## src/rtl/if_id_buffer_pkg.sv

```systemverilog
// Shared fetch/decode pipeline types.
// Holds the buffer FSM states, the halt word and the fetch packet.
package if_id_buffer_pkg;

  typedef enum logic [1:0] {
    RUN,
    DRAIN,
    HALTED
  } buf_state_e;

  localparam logic [31:0] HALT_INST_C = 32'h0000000C;

  typedef struct packed {
    logic [31:0] inst;
    logic [31:0] pc4;
  } fetch_pkt_t;

endpackage

```

## src/rtl/if_id_buffer_fetch_fifo.sv

```systemverilog
// Circular fetch-packet store between fetch and decode.
// The owner never pushes when full; clear beats push and pop.
import if_id_buffer_pkg::*;

module fetch_fifo #(
  parameter int DEPTH = 2
) (
  input  logic                   clk,
  input  logic                   reset,
  input  logic                   clr_i,
  input  logic                   push_i,
  input  logic                   pop_i,
  input  fetch_pkt_t             wdata_i,
  output fetch_pkt_t             rdata_o,
  output logic [$clog2(DEPTH):0] count_o
);

  localparam int AW = $clog2(DEPTH);

  logic [AW-1:0] wptr_q, wptr_d;
  logic [AW-1:0] rptr_q, rptr_d;
  logic [AW:0]   cnt_q, cnt_d;
  fetch_pkt_t    mem_q [DEPTH];

  always_comb begin
    wptr_d = wptr_q;
    rptr_d = rptr_q;
    cnt_d  = cnt_q;
    if (clr_i) begin
      wptr_d = '0;
      rptr_d = '0;
      cnt_d  = '0;
    end else begin
      if (push_i) wptr_d = wptr_q + 1'b1;
      if (pop_i)  rptr_d = rptr_q + 1'b1;
      unique case ({push_i, pop_i})
        2'b10:   cnt_d = cnt_q + 1'b1;
        2'b01:   cnt_d = cnt_q - 1'b1;
        default: cnt_d = cnt_q;
      endcase
    end
  end

  always_ff @(posedge clk) begin
    if (reset) begin
      wptr_q <= '0;
      rptr_q <= '0;
      cnt_q  <= '0;
    end else begin
      wptr_q <= wptr_d;
      rptr_q <= rptr_d;
      cnt_q  <= cnt_d;
    end
  end

  always_ff @(posedge clk) begin
    if (push_i && !clr_i) mem_q[wptr_q] <= wdata_i;
  end

  // Empty buffer presents a NOP.
  assign rdata_o = (cnt_q != '0) ? mem_q[rptr_q] : '0;
  assign count_o = cnt_q;

endmodule

```

## src/rtl/if_id_buffer.sv

```systemverilog
// IF/ID skid buffer with halt draining and redirect flush.
// Storage lives in fetch_fifo; halt/flush control lives here.
import if_id_buffer_pkg::*;

module if_id_buffer #(
  parameter int          DEPTH     = 2,
  parameter logic [31:0] HALT_INST = HALT_INST_C
) (
  input  logic        clk,
  input  logic        reset,
  input  logic        in_valid,
  output logic        in_ready,
  input  logic [31:0] in_inst,
  input  logic [31:0] in_pc4,
  input  logic        flush,
  output logic        out_valid,
  input  logic        out_ready,
  output logic [31:0] out_inst,
  output logic [31:0] out_pc4,
  output logic        halted
);

  localparam int CW = $clog2(DEPTH) + 1;

  buf_state_e    state_q, state_d;
  logic          halted_q, halted_d;
  logic [CW-1:0] count;
  fetch_pkt_t    wpkt, rpkt;
  logic          push, pop, clr;

  assign wpkt      = '{inst: in_inst, pc4: in_pc4};
  assign in_ready  = (count < CW'(DEPTH)) &&
                     (state_q == RUN) && !flush;
  assign out_valid = (count != '0);
  assign push      = in_valid && in_ready;
  assign pop       = out_valid && out_ready;
  assign out_inst  = rpkt.inst;
  assign out_pc4   = rpkt.pc4;
  assign halted    = halted_q;

  always_comb begin
    state_d  = state_q;
    halted_d = halted_q;
    clr      = 1'b0;
    unique case (state_q)
      RUN: begin
        if (flush) clr = 1'b1;
        else if (push && in_inst == HALT_INST)
          state_d = DRAIN;
      end
      DRAIN: begin
        if (flush) begin
          clr     = 1'b1;
          state_d = RUN;
        end else if (pop && rpkt.inst == HALT_INST) begin
          clr      = 1'b1;
          state_d  = HALTED;
          halted_d = 1'b1;
        end
      end
      HALTED: ;
      default: state_d = RUN;
    endcase
  end

  always_ff @(posedge clk) begin
    if (reset) begin
      state_q  <= RUN;
      halted_q <= 1'b0;
    end else begin
      state_q  <= state_d;
      halted_q <= halted_d;
    end
  end

  fetch_fifo #(
    .DEPTH(DEPTH)
  ) u_fifo (
    .clk    (clk),
    .reset  (reset),
    .clr_i  (clr),
    .push_i (push),
    .pop_i  (pop && !clr),
    .wdata_i(wpkt),
    .rdata_o(rpkt),
    .count_o(count)
  );

endmodule

```

## config.mk

```make
export PLATFORM = sky130hd
export DESIGN_NAME = if_id_buffer
export DESIGN_NICKNAME = d
export VERILOG_FILES = /design/src/rtl/if_id_buffer_pkg.sv /design/src/rtl/if_id_buffer_fetch_fifo.sv /design/src/rtl/if_id_buffer.sv
export SDC_FILE = /design/constraint.sdc
export NUM_CORES = 1
export LEC_CHECK = 0
export ABC_CLOCK_PERIOD_IN_PS = 9200
export CORE_MARGIN = 2
export CORE_UTILIZATION = 53
export DETAILED_ROUTE_END_ITERATION = 7
export PLACE_DENSITY_LB_ADDON = 0.15
export SLEW_MARGIN = 20
export SYNTH_ARGS = -nofsm -noshare
export SYNTH_HDL_FRONTEND = slang
export SYNTH_SLANG_ARGS = --single-unit
```

## constraint.sdc

```tcl
create_clock -name clk -period 9.2 [get_ports clk]
set_input_delay 1.38 -clock clk [delete_from_list [all_inputs] [get_ports clk]]
set_output_delay 1.38 -clock clk [all_outputs]
set_load 0.01 [all_outputs]
```

==> impl_metrics.csv <==
group,metric,value,unit
placement,gp_congestion,0.8154,
routing,drt-total-wl,11760,um
sta,period_share,0.4529,
worst_setup_path,critPathKind,"in2out",
sta,setup_viol,0,
routing,ant_nets,0,
power,p_clk_frac,0.432,
yosys,yosysWarnings,0,
worst_setup_path,cp_data_required_time,7820,ps
yosys,netlist_area,5419,um2
clock_network,postCtsSetupBuffers,0,
power,peakVddDrop,0.1215,mV
routing,vias,3406,
finish,layout_commonest_cell,"clkdlybuf4s50_1",
placement,dp_hpwl,7399,um
yosys,synth-edff-count,128,
clock_network,cts_made_buffers,17,
placement,placed_cell_area,6892,um2
yosys,yosysSeqAreaShare,0.7389,
clock_network,cts_buffer_depth,2,
global_routing,gr-total-overflow,0,
finish,multiInputGateArea,1325,um2
floorplanning,num_rows,36,
finish,drive_above_1_share,0.06944,
routing,drt_drc_violations_left,0,
power,p_int,0.001125,W
sta,slew_headroom,0.4046,
yosys,avgSynthCellArea,15.44,um2
power,p_sw,0.0002819,W
sta,fin_crit,4166,ps
yosys,ys.flop_type,"edfxtp_1",
yosys,synth_top_family_by_area,"multiplexers",
global_routing,antenna_found_initial,0,
finish,antenna_cells,0,
yosys,ys_ff_latch,136,
floorplanning,die_area,11050,um2
yosys,synth_compound_area_frac,0.01247,
sta,finalSetupTns,0,ps
yosys,synth_fa_ha_area_frac,0.002309,
power,combPwrFrac,0.070,
yosys,synth.distinct_cells,34,
clock_network,clk_pin_slew_worst_paths,60,ps
sta,tightest_slew,870.6,ps
run_status,status,"completed",
power,p_total,0.001407,W
global_routing,grt_first_pass_wirelength,18310,um
worst_setup_path,cp-end-kind,"primary output",
sta,final-max-slew-violation-count,0,
sta,rsz0062_at_grt,"false",
clock_network,tritoncts,"done",
finish,final_net_count,562,
global_routing,grt_max_degree,74,
clock_network,root_buffer,"clkbuf_8",
routing,avgViaCountPerCell,5.347,
flow_run,drv_cap,0,
yosys,ys_async_sr_fraction,0,
global_routing,track_usage,0.2202,
yosys,synthMuxAreaShare,0.1182,
yosys,synthCells,351,
power,power_density,189.4,nW/um2
floorplanning,io_pins,136,
floorplanning,dieHeight,105.1,um
clock_network,htreeDepth,4,
floorplanning,die_x,105.1,um
placement,port_buffers,135,
worst_setup_path,cp_max_fo,3,
sta,hold-worst-slack,484.9,ps
routing,first_pass_iters,4,
finish,n_fill_cell,627,
finish,area_growth,37.06,%
finish,layout_common_cells,"clkdlybuf4s50_1, edfxtp_1, nor2_1",
yosys,synth_xor_area_frac,0.008081,
sta,final-hold-violation-count,0,
clock_network,clk_latency,510,ps
floorplanning,start_util,0.5493,
finish,seqCellArea,4008,um2
power,power.leakage,2.364,nW
routing,first_iter_violations,205,
clock_network,hold_buffers,0,
sta,finalClockSkew,4.322,ps
yosys,syn_nets,421,
global_routing,grt_pass1_vias,3552,
min_path,hp-class,"reg2reg",
power,p_sw_frac,0.2004,
routing,wl_per_cell,18.46,um
finish,fin_area,7427,um2
yosys,synthSimpleGateAreaFrac,0.1009,
clock_network,clock-sinks,136,
sta,max_freq,0.2400,GHz
clock_network,post_cts_resized,0,
power,pwr-share-seq,0.499,
worst_setup_path,worstPathArrival,2790,ps
floorplanning,core,9864,um2
worst_setup_path,cp-start-kind,"primary input",
## Yosys cell counts (all sizes together) (2+ instances only)
master    n  area [um2]
xor2      3       26.28
inv       3       11.26
a21oi     3       15.01
dfxtp     8       160.2
buf      10       66.30
o22ai     4       25.02
nor3      4       20.02
nor2     69       261.5
nor3b     3       27.52
clkbuf    7       26.28
edfxtp  128        3844
nand4     2       12.51
mux2i    64       640.6
nor2b     2       12.51
nand3     3       15.01
xnor2     2       17.52
nand2     5       18.77
nand3b    2       15.01
nor4     20       131.4
## per-stage QoR
step / util / cells / worst slack [ps]
after CTS: 0.7525 / 637 / 4950
after global routing: 0.7529 / 637 / 4905
final: 0.7529 / 637 / 5034
after floorplan: - / 351 / 3913
after detailed placement: 0.6986 / 606 / 5029
after global placement: 0.6986 / 606 / 5120
## cell type report
class	count	area share
flip-flops and latches	136	0.5396
repair buffers	139	0.1865
multi-input cells	195	0.1784
clock buffers	19	0.05677
well taps	133	0.02241
clock inverters	12	0.01482
inverters	3	0.001516
## registers in the layout (all words and copies together), names as in the netlist, named ones only
signal	count
u_fifo.mem_q	128
state_q	2
halted	1
u_fifo.rptr_q	1
u_fifo.wptr_q	1
u_fifo.count_o	2
## routing by layer
metal | vias to the layer above | routed length, um | GRT usage
met4 | 0 | 170 | 0.08000
met2 | 121 | 6004 | 0.3646
met3 | 14 | 751 | 0.06550
met1 | 1661 | 4831 | 0.2756
li1 | 1610 | - | -
met5 | - | 0 | 0
## worst paths after layout
| kind | from | to | slack [ps] | cells after the start |
|---|---|---|---|---|
| setup / recovery | flush | in_ready | 5030 | 3 |
| hold / removal | halted$_SDFFE_PP0P_ | halted$_SDFFE_PP0P_ | 480 | 2 |
| setup reg to reg | register | u_fifo.count_o[1]$_SDFFE_PP0P_ | 5580 | 10 |
| hold reg to reg | halted$_SDFFE_PP0P_ | halted$_SDFFE_PP0P_ | 480 | 2 |
## logic make-up (layout without fill, tap and decap cells)
logic type	count (synthesis)	in the layout
multiplexers	64	64
AO/OA/AOI/OAI	11	11
buffers and inverters	20	173
AND/OR/NAND/NOR	114	114
flip-flops	136	136
XOR/XNOR	5	5
adder cells (fa/ha/maj)	1	1
## critical path, cell delays in order
cell and delay [ps]:
clkdlybuf4s50_1 460, nor4_1 340, clkdlybuf4s50_1 610
## power by group through the flow
stage | Clock [W] | Combinational, W | Sequential [W]
after CTS | 0.000617 | 0.0000984 | 0.000702
after global routing | 0.000640 | 0.000105 | 0.000703
after floorplan | 0 | 0.0000349 | 0.000714
after global placement | 0 | 0.0000951 | 0.000713
final | 0.000607 | 0.0000978 | 0.000702
after detailed placement | 0 | 0.0000978 | 0.000714
Power figures use the tool's default switching activity.
